$ cat src/rtl/ysyx_23060201_pkg.sv
`default_nettype none
// ============================================================================
// Module      : ysyx_23060201_pkg
// Description : Shared definitions for the NPC register file. Holds default
//               widths and a helper that locates one port's slice inside a
//               packed multi-port bus.
// Revision    : 1.0 - initial release
// ============================================================================
package ysyx_23060201_pkg;

  localparam int GPR_ADDR_WIDTH_DEF = 5;
  localparam int DATA_WIDTH_DEF     = 32;

  // LSB position of port 'port' in a packed bus of 'width'-bit fields.
  // Use as bus[port_lsb(p, W) +: W].
  function automatic int port_lsb(input int port, input int width);
    return port * width;
  endfunction

endpackage
`default_nettype wire

$ cat src/rtl/ysyx_23060201_gpr_wsel.sv
`default_nettype none
// ============================================================================
// Module      : ysyx_23060201_gpr_wsel
// Description : Combinational priority select of write-port data for one
//               register address. When several enabled write ports target
//               addr_i, the highest-numbered port wins.
// Ports       : wen_i   - per-port write enable
//               waddr_i - packed write addresses
//               wdata_i - packed write data
//               addr_i  - address being looked up
//               hit_o   - some enabled port targets addr_i
//               data_o  - data of the winning port (0 when no hit)
// Revision    : 1.0 - initial release
// ============================================================================
module ysyx_23060201_gpr_wsel
  import ysyx_23060201_pkg::*;
#(
  parameter int GPR_ADDR_WIDTH = GPR_ADDR_WIDTH_DEF,
  parameter int DATA_WIDTH     = DATA_WIDTH_DEF,
  parameter int NUM_WR         = 2
) (
  input  logic [NUM_WR-1:0]                wen_i,
  input  logic [NUM_WR*GPR_ADDR_WIDTH-1:0] waddr_i,
  input  logic [NUM_WR*DATA_WIDTH-1:0]     wdata_i,
  input  logic [GPR_ADDR_WIDTH-1:0]        addr_i,
  output logic                             hit_o,
  output logic [DATA_WIDTH-1:0]            data_o
);

  // Ascending scan: a later (higher) port overwrites an earlier match,
  // which gives the highest-index-wins priority.
  always_comb begin
    hit_o  = 1'b0;
    data_o = '0;
    for (int j = 0; j < NUM_WR; j++) begin
      if (wen_i[j] &&
          (waddr_i[port_lsb(j, GPR_ADDR_WIDTH) +: GPR_ADDR_WIDTH] == addr_i)) begin
        hit_o  = 1'b1;
        data_o = wdata_i[port_lsb(j, DATA_WIDTH) +: DATA_WIDTH];
      end
    end
  end

endmodule
`default_nettype wire

$ cat src/rtl/ysyx_23060201_gpr_mp.sv
`default_nettype none
// ============================================================================
// Module      : ysyx_23060201_gpr_mp
// Description : Multi-port general-purpose register file with a pending-write
//               scoreboard. NUM_RD combinational read ports, NUM_WR write
//               ports, optional same-cycle write-to-read bypass, and one busy
//               bit per register set on issue and cleared on writeback.
// Ports       : gpr_clk/gpr_rst      - clock, synchronous active-high reset
//               gpr_ren/raddr/rdata  - read ports (packed), rdata combinational
//               gpr_rbusy            - busy bit of each read port's register
//               gpr_wen/waddr/wdata  - write ports (packed)
//               gpr_iss/gpr_iss_addr - mark destination register busy
//               gpr_busy             - full registered scoreboard
// Revision    : 1.0 - initial release
// ============================================================================
module ysyx_23060201_gpr_mp
  import ysyx_23060201_pkg::*;
#(
  parameter int GPR_ADDR_WIDTH = GPR_ADDR_WIDTH_DEF,
  parameter int DATA_WIDTH     = DATA_WIDTH_DEF,
  parameter int NUM_RD         = 2,
  parameter int NUM_WR         = 2,
  parameter int BYPASS         = 1
) (
  input  logic                             gpr_clk,
  input  logic                             gpr_rst,
  input  logic [NUM_RD-1:0]                gpr_ren,
  input  logic [NUM_RD*GPR_ADDR_WIDTH-1:0] gpr_raddr,
  output logic [NUM_RD*DATA_WIDTH-1:0]     gpr_rdata,
  output logic [NUM_RD-1:0]                gpr_rbusy,
  input  logic [NUM_WR-1:0]                gpr_wen,
  input  logic [NUM_WR*GPR_ADDR_WIDTH-1:0] gpr_waddr,
  input  logic [NUM_WR*DATA_WIDTH-1:0]     gpr_wdata,
  input  logic                             gpr_iss,
  input  logic [GPR_ADDR_WIDTH-1:0]        gpr_iss_addr,
  output logic [(2**GPR_ADDR_WIDTH)-1:0]   gpr_busy
);

  localparam int DEPTH = 2 ** GPR_ADDR_WIDTH;

  logic [DATA_WIDTH-1:0] regs_q [DEPTH];
  logic [DEPTH-1:0]      busy_q;
  logic [DEPTH-1:0]      busy_d;

  // Per-entry write resolution. Entry 0 is hardwired, so it has no selector.
  logic                  wr_hit  [1:DEPTH-1];
  logic [DATA_WIDTH-1:0] wr_data [1:DEPTH-1];

  for (genvar k = 1; k < DEPTH; k++) begin : g_wsel_entry
    localparam logic [GPR_ADDR_WIDTH-1:0] ENTRY_ADDR = GPR_ADDR_WIDTH'(k);

    ysyx_23060201_gpr_wsel #(
      .GPR_ADDR_WIDTH (GPR_ADDR_WIDTH),
      .DATA_WIDTH     (DATA_WIDTH),
      .NUM_WR         (NUM_WR)
    ) u_wsel (
      .wen_i   (gpr_wen),
      .waddr_i (gpr_waddr),
      .wdata_i (gpr_wdata),
      .addr_i  (ENTRY_ADDR),
      .hit_o   (wr_hit[k]),
      .data_o  (wr_data[k])
    );
  end

  // Scoreboard next state: issue sets, writeback clears, and the set wins
  // because a newly issued producer supersedes the one completing now.
  always_comb begin
    busy_d    = busy_q;
    busy_d[0] = 1'b0;
    for (int k = 1; k < DEPTH; k++) begin
      if (gpr_iss && (gpr_iss_addr == GPR_ADDR_WIDTH'(k))) begin
        busy_d[k] = 1'b1;
      end else if (wr_hit[k]) begin
        busy_d[k] = 1'b0;
      end
    end
  end

  always_ff @(posedge gpr_clk) begin
    if (gpr_rst) begin
      for (int k = 0; k < DEPTH; k++) begin
        regs_q[k] <= '0;
      end
      busy_q <= '0;
    end else begin
      for (int k = 1; k < DEPTH; k++) begin
        if (wr_hit[k]) begin
          regs_q[k] <= wr_data[k];
        end
      end
      busy_q <= busy_d;
    end
  end

  assign gpr_busy = busy_q;

  for (genvar i = 0; i < NUM_RD; i++) begin : g_rd_port
    logic [GPR_ADDR_WIDTH-1:0] raddr;
    logic                      use_byp;
    logic [DATA_WIDTH-1:0]     byp_data;
    logic [DATA_WIDTH-1:0]     rdata;
    logic                      rbusy;

    assign raddr = gpr_raddr[port_lsb(i, GPR_ADDR_WIDTH) +: GPR_ADDR_WIDTH];

    if (BYPASS != 0) begin : g_bypass
      logic byp_hit;

      ysyx_23060201_gpr_wsel #(
        .GPR_ADDR_WIDTH (GPR_ADDR_WIDTH),
        .DATA_WIDTH     (DATA_WIDTH),
        .NUM_WR         (NUM_WR)
      ) u_wsel (
        .wen_i   (gpr_wen),
        .waddr_i (gpr_waddr),
        .wdata_i (gpr_wdata),
        .addr_i  (raddr),
        .hit_o   (byp_hit),
        .data_o  (byp_data)
      );

      assign use_byp = byp_hit;
    end else begin : g_no_bypass
      assign use_byp  = 1'b0;
      assign byp_data = '0;
    end

    // A bypassed value is resolved this cycle, so it is never reported busy.
    always_comb begin
      rdata = '0;
      rbusy = 1'b0;
      if (gpr_ren[i] && (raddr != '0)) begin
        if (use_byp) begin
          rdata = byp_data;
        end else begin
          rdata = regs_q[raddr];
          rbusy = busy_q[raddr];
        end
      end
    end

    assign gpr_rdata[port_lsb(i, DATA_WIDTH) +: DATA_WIDTH] = rdata;
    assign gpr_rbusy[i]                                     = rbusy;
  end

endmodule
`default_nettype wire
$ cat config.mk
export PLATFORM = sky130hd
export DESIGN_NAME = ysyx_23060201_gpr_mp
export DESIGN_NICKNAME = d
export VERILOG_FILES = /design/src/rtl/ysyx_23060201_pkg.sv /design/src/rtl/ysyx_23060201_gpr_wsel.sv /design/src/rtl/ysyx_23060201_gpr_mp.sv
export SDC_FILE = /design/constraint.sdc
export NUM_CORES = 2
export LEC_CHECK = 0
export BUFFER_PORTS_ARGS = -buffer_cell sky130_fd_sc_hd__buf_2
export CORE_AREA = 2 2 414 416
export CTS_CLUSTER_SIZE = 25
export DETAILED_ROUTE_END_ITERATION = 8
export DIE_AREA = 0 0 416 418
export PLACE_DENSITY = 0.64
export SLEW_MARGIN = 30
export SYNTH_ARGS = -nofsm -noshare
export SYNTH_HDL_FRONTEND = slang
export SYNTH_HIERARCHICAL = 1
export SYNTH_SLANG_ARGS = --single-unit
$ cat constraint.sdc
create_clock -name gpr_clk -period 2.6 [get_ports gpr_clk]
set_clock_uncertainty 0.15 [all_clocks]
set_input_delay 0 -clock gpr_clk [delete_from_list [all_inputs] [get_ports gpr_clk]]
set_output_delay 0 -clock gpr_clk [all_outputs]
set_load 0.05 [all_outputs]
==> flow_summary.toml <==
[outcome]
violations = "negative setup slack"
status = "complete, but fails checks"

[global_routing]
grt_antenna_before_repair = 34
grt_max_degree = 72
grt_pass1_vias = 63653
grtUsageTotal_pct = 38.1
grt_pass1_wl_mm = 473
gr-total-overflow = 0

[yosys]
synth-xor-area-share_pct = 3.42
async_reset_ff_share_pct = 0
yosys.area_share.adder_pct = 0
synth-edff-count = 992
syn_area_sq_um = 84400
syn_inst = 6749
yosys_most_used_dff = "edfxtp_1"
synth.yosys.warnings = 6
synth_top_family_by_area = "multiplexers"
ys_seq_elements = 1023
yosys.area_share.simple_pct = 18.0
synth_compound_area_share_pct = 3.83
synthMuxAreaShare_pct = 32.9
synth.distinct_cells = 55
syn_avg_cell_area_sq_um = 12.5
seq_area_frac_synth_pct = 36.0

[run]
drv_cap = 0

[floorplanning]
die_x_microns = 416
die-area_sq_um = 174000
rows = 151
die_h_microns = 418
core_area_sq_um = 169000
initial_core_util_pct = 49.9
ios = 194

[setup_path]
slowest_delay_ns = 0.51
critPathLaunch = "regs_q[22][8]$_SDFFCE_PP0P_"
crit_chain = "mux4_2, mux2i_1, buf_4, nand2_2, a32oi_1, o21ai_1, buf_4, buf_8"
cpMostUsedCell = "buf_4"
crit_fanout = 2
path_class = "reg2out"
critPathCaptureType = "output pin"
cp.arrival_ns = 2.84
r2r-start = "gpr_busy[4]$_SDFFE_PP0P_"
required_ns = 2.45
startpoint_type = "flip-flop"
crit_path_top_delay_cell = "mux4_2"

[cts]
clockRootBuffer = "clkbuf_16"
insertion_delay_ns = 0.78
h-tree-depth = 3
cts.clk_slew.worst_paths_ns = 0.06
cts_buffer_depth = 3
cts_tree = "done"
cts.sink_count = 1023
cts_buffers = 116

[power]
vdd_drop_max_v = 0.000624
pwr_density_cell_nw_per_um2 = 487
p_leak_nw = 42.5

[hold_path]
hp-start = "gpr_iss_addr[2]"
hp-class = "in2reg"

[timing]
hold_viol = 0
hold_ws_ns = 0.0619
slew_violations = 0
post-route-period-util_pct = 115
setup_viol = 66
max_slew_margin_pct = 26.5
setup_tns_ns = -15.27
worst_slew_pin_slew_ns = 1.10
grt_setup_unrepaired = "yes"
setup_slack_ns = -0.392
fin_crit_ns = 2.99
fmax_ghz = 0.334

[route]
totalWireLength_mm = 340
route.detailed.drc = 0
via_per_inst = 6.53
dr.pass1.iters = 9
wl_per_cell_microns = 34.3
drt_iter0_drc = 8486
vias = 64858
antenna_left = 0

[final_layout]
layout_commonest_cell = "and3_1"
layout.nets = 7697
fill_cells = 13224
area_growth_pct = 20.3
drive_gt1_share_pct = 41.9
final_cell_mix = "and3_1 (1058), edfxtp_1 (992), mux2_4 (960), buf_4 (584), and2_1 (545)"

[place]
port_buffers = 192
gp_congestion = 1.08
dp_hpwl_mm = 245
layer usage:
layer | vias up | share of wire [%] | global-route usage [%] | wire length (microns)
met5 | - | 0.041 | 0 | 138
met1 | 32545 | 36 | 46.7 | 121000
met2 | 4339 | 45 | 59.2 | 153000
li1 | 26913 | - | - | -
met4 | 20 | 6.7 | 22.2 | 22900
met3 | 1041 | 13 | 11.9 | 43500
final timing paths:
path / to / slack [ns] / cells after the start
setup / recovery: gpr_rdata[8] / -0.39 / 8
hold reg to reg: gpr_busy[18]$_SDFFE_PP0P_ / 0.35 / 2
setup reg to reg: gpr_busy[4]$_SDFFE_PP0P_ / 1.28 / 3
hold / removal: gpr_busy[24]$_SDFFE_PP0P_ / 0.06 / 5
cells in the mapped netlist (all sizes together) (39+ instances only):
cell type | number | area, sq um
mux2 | 1160 | 16700
and3 | 1091 | 6830
edfxtp | 992 | 29800
and2 | 545 | 3410
nor2b | 515 | 3220
mux4 | 421 | 9480
clkbuf | 386 | 1450
buf | 271 | 3210
xor2 | 198 | 1730
mux2i | 161 | 1610
xnor2 | 132 | 1160
nand2 | 106 | 398
o21ai | 77 | 389
nor2 | 65 | 244
a21oi | 58 | 290
inv | 51 | 191
a22oi | 48 | 360
nor4 | 41 | 257
o22ai | 39 | 244
worst max-delay path, delay by kind of cell, from the launching register on:
family          cells  cell delay [ns]
mux                 2             0.67
compound gates      2             0.39
simple gates        1             0.06
buf+inv             3             0.54
flops               1             0.41
power breakdown:
part	leakage [nW]	switching [mW]	internal, mW
Combinational	30.9	7.41	4.92
Clock	1.86	7.47	9.68
Sequential	9.76	0.692	19.2
Total	42.5	15.6	33.8
cells by family after synthesis:
kind of cell / count (synthesis)
AND/OR/NAND/NOR: 2475
multiplexers: 1742
flip-flops: 1023
buffers and inverters: 725
AO/OA/AOI/OAI: 452
XOR/XNOR: 330
other: 2
area by class of cell:
class | instances | area, sq um | share of cell area (%)
Timing Repair Buffer | 1082 | 11800 | 11.6
Sequential cell | 1023 | 30400 | 30.0
Clock buffer | 140 | 3020 | 2.98
Multi-Input combinational cell | 5310 | 52400 | 51.6
Tap cell | 2218 | 2780 | 2.73
Clock inverter | 73 | 818 | 0.806
Inverter | 68 | 260 | 0.256
Antenna cell | 14 | 35.0 | 0.0345
registers in the layout, indices dropped and copies added, names as in the netlist:
name      cells
regs_q      992
gpr_busy     31
metrics by stage:
| step | setup slack (ns) | std cells | power (mW) | util [%] | instance area (sq um) |
|---|---|---|---|---|---|
| floorplan | 0.0986 | 7058 | 25.5 | - | 85600 |
| global placement | -0.353 | 9653 | 31.2 | 56.1 | 94900 |
| detailed placement | -0.386 | 9653 | 31.3 | 56.1 | 94900 |
| CTS | -0.342 | 9903 | 48.6 | 59.5 | 101000 |
| global route | -0.410 | 9916 | 50.2 | 60.0 | 102000 |
| finish | -0.392 | 9928 | 49.4 | 60.0 | 102000 |
timing repair:
item                       in CTS  in global routing
setup endpoints to repair      66                 66
hold buffers                   44                  0
gates resized for setup       340                167
setup buffers                  16                 18
pin swaps                     104                 72
cloned                          0                  0
hold endpoints to repair      500                  0
Note: power is estimated with default switching activity, not from simulation.
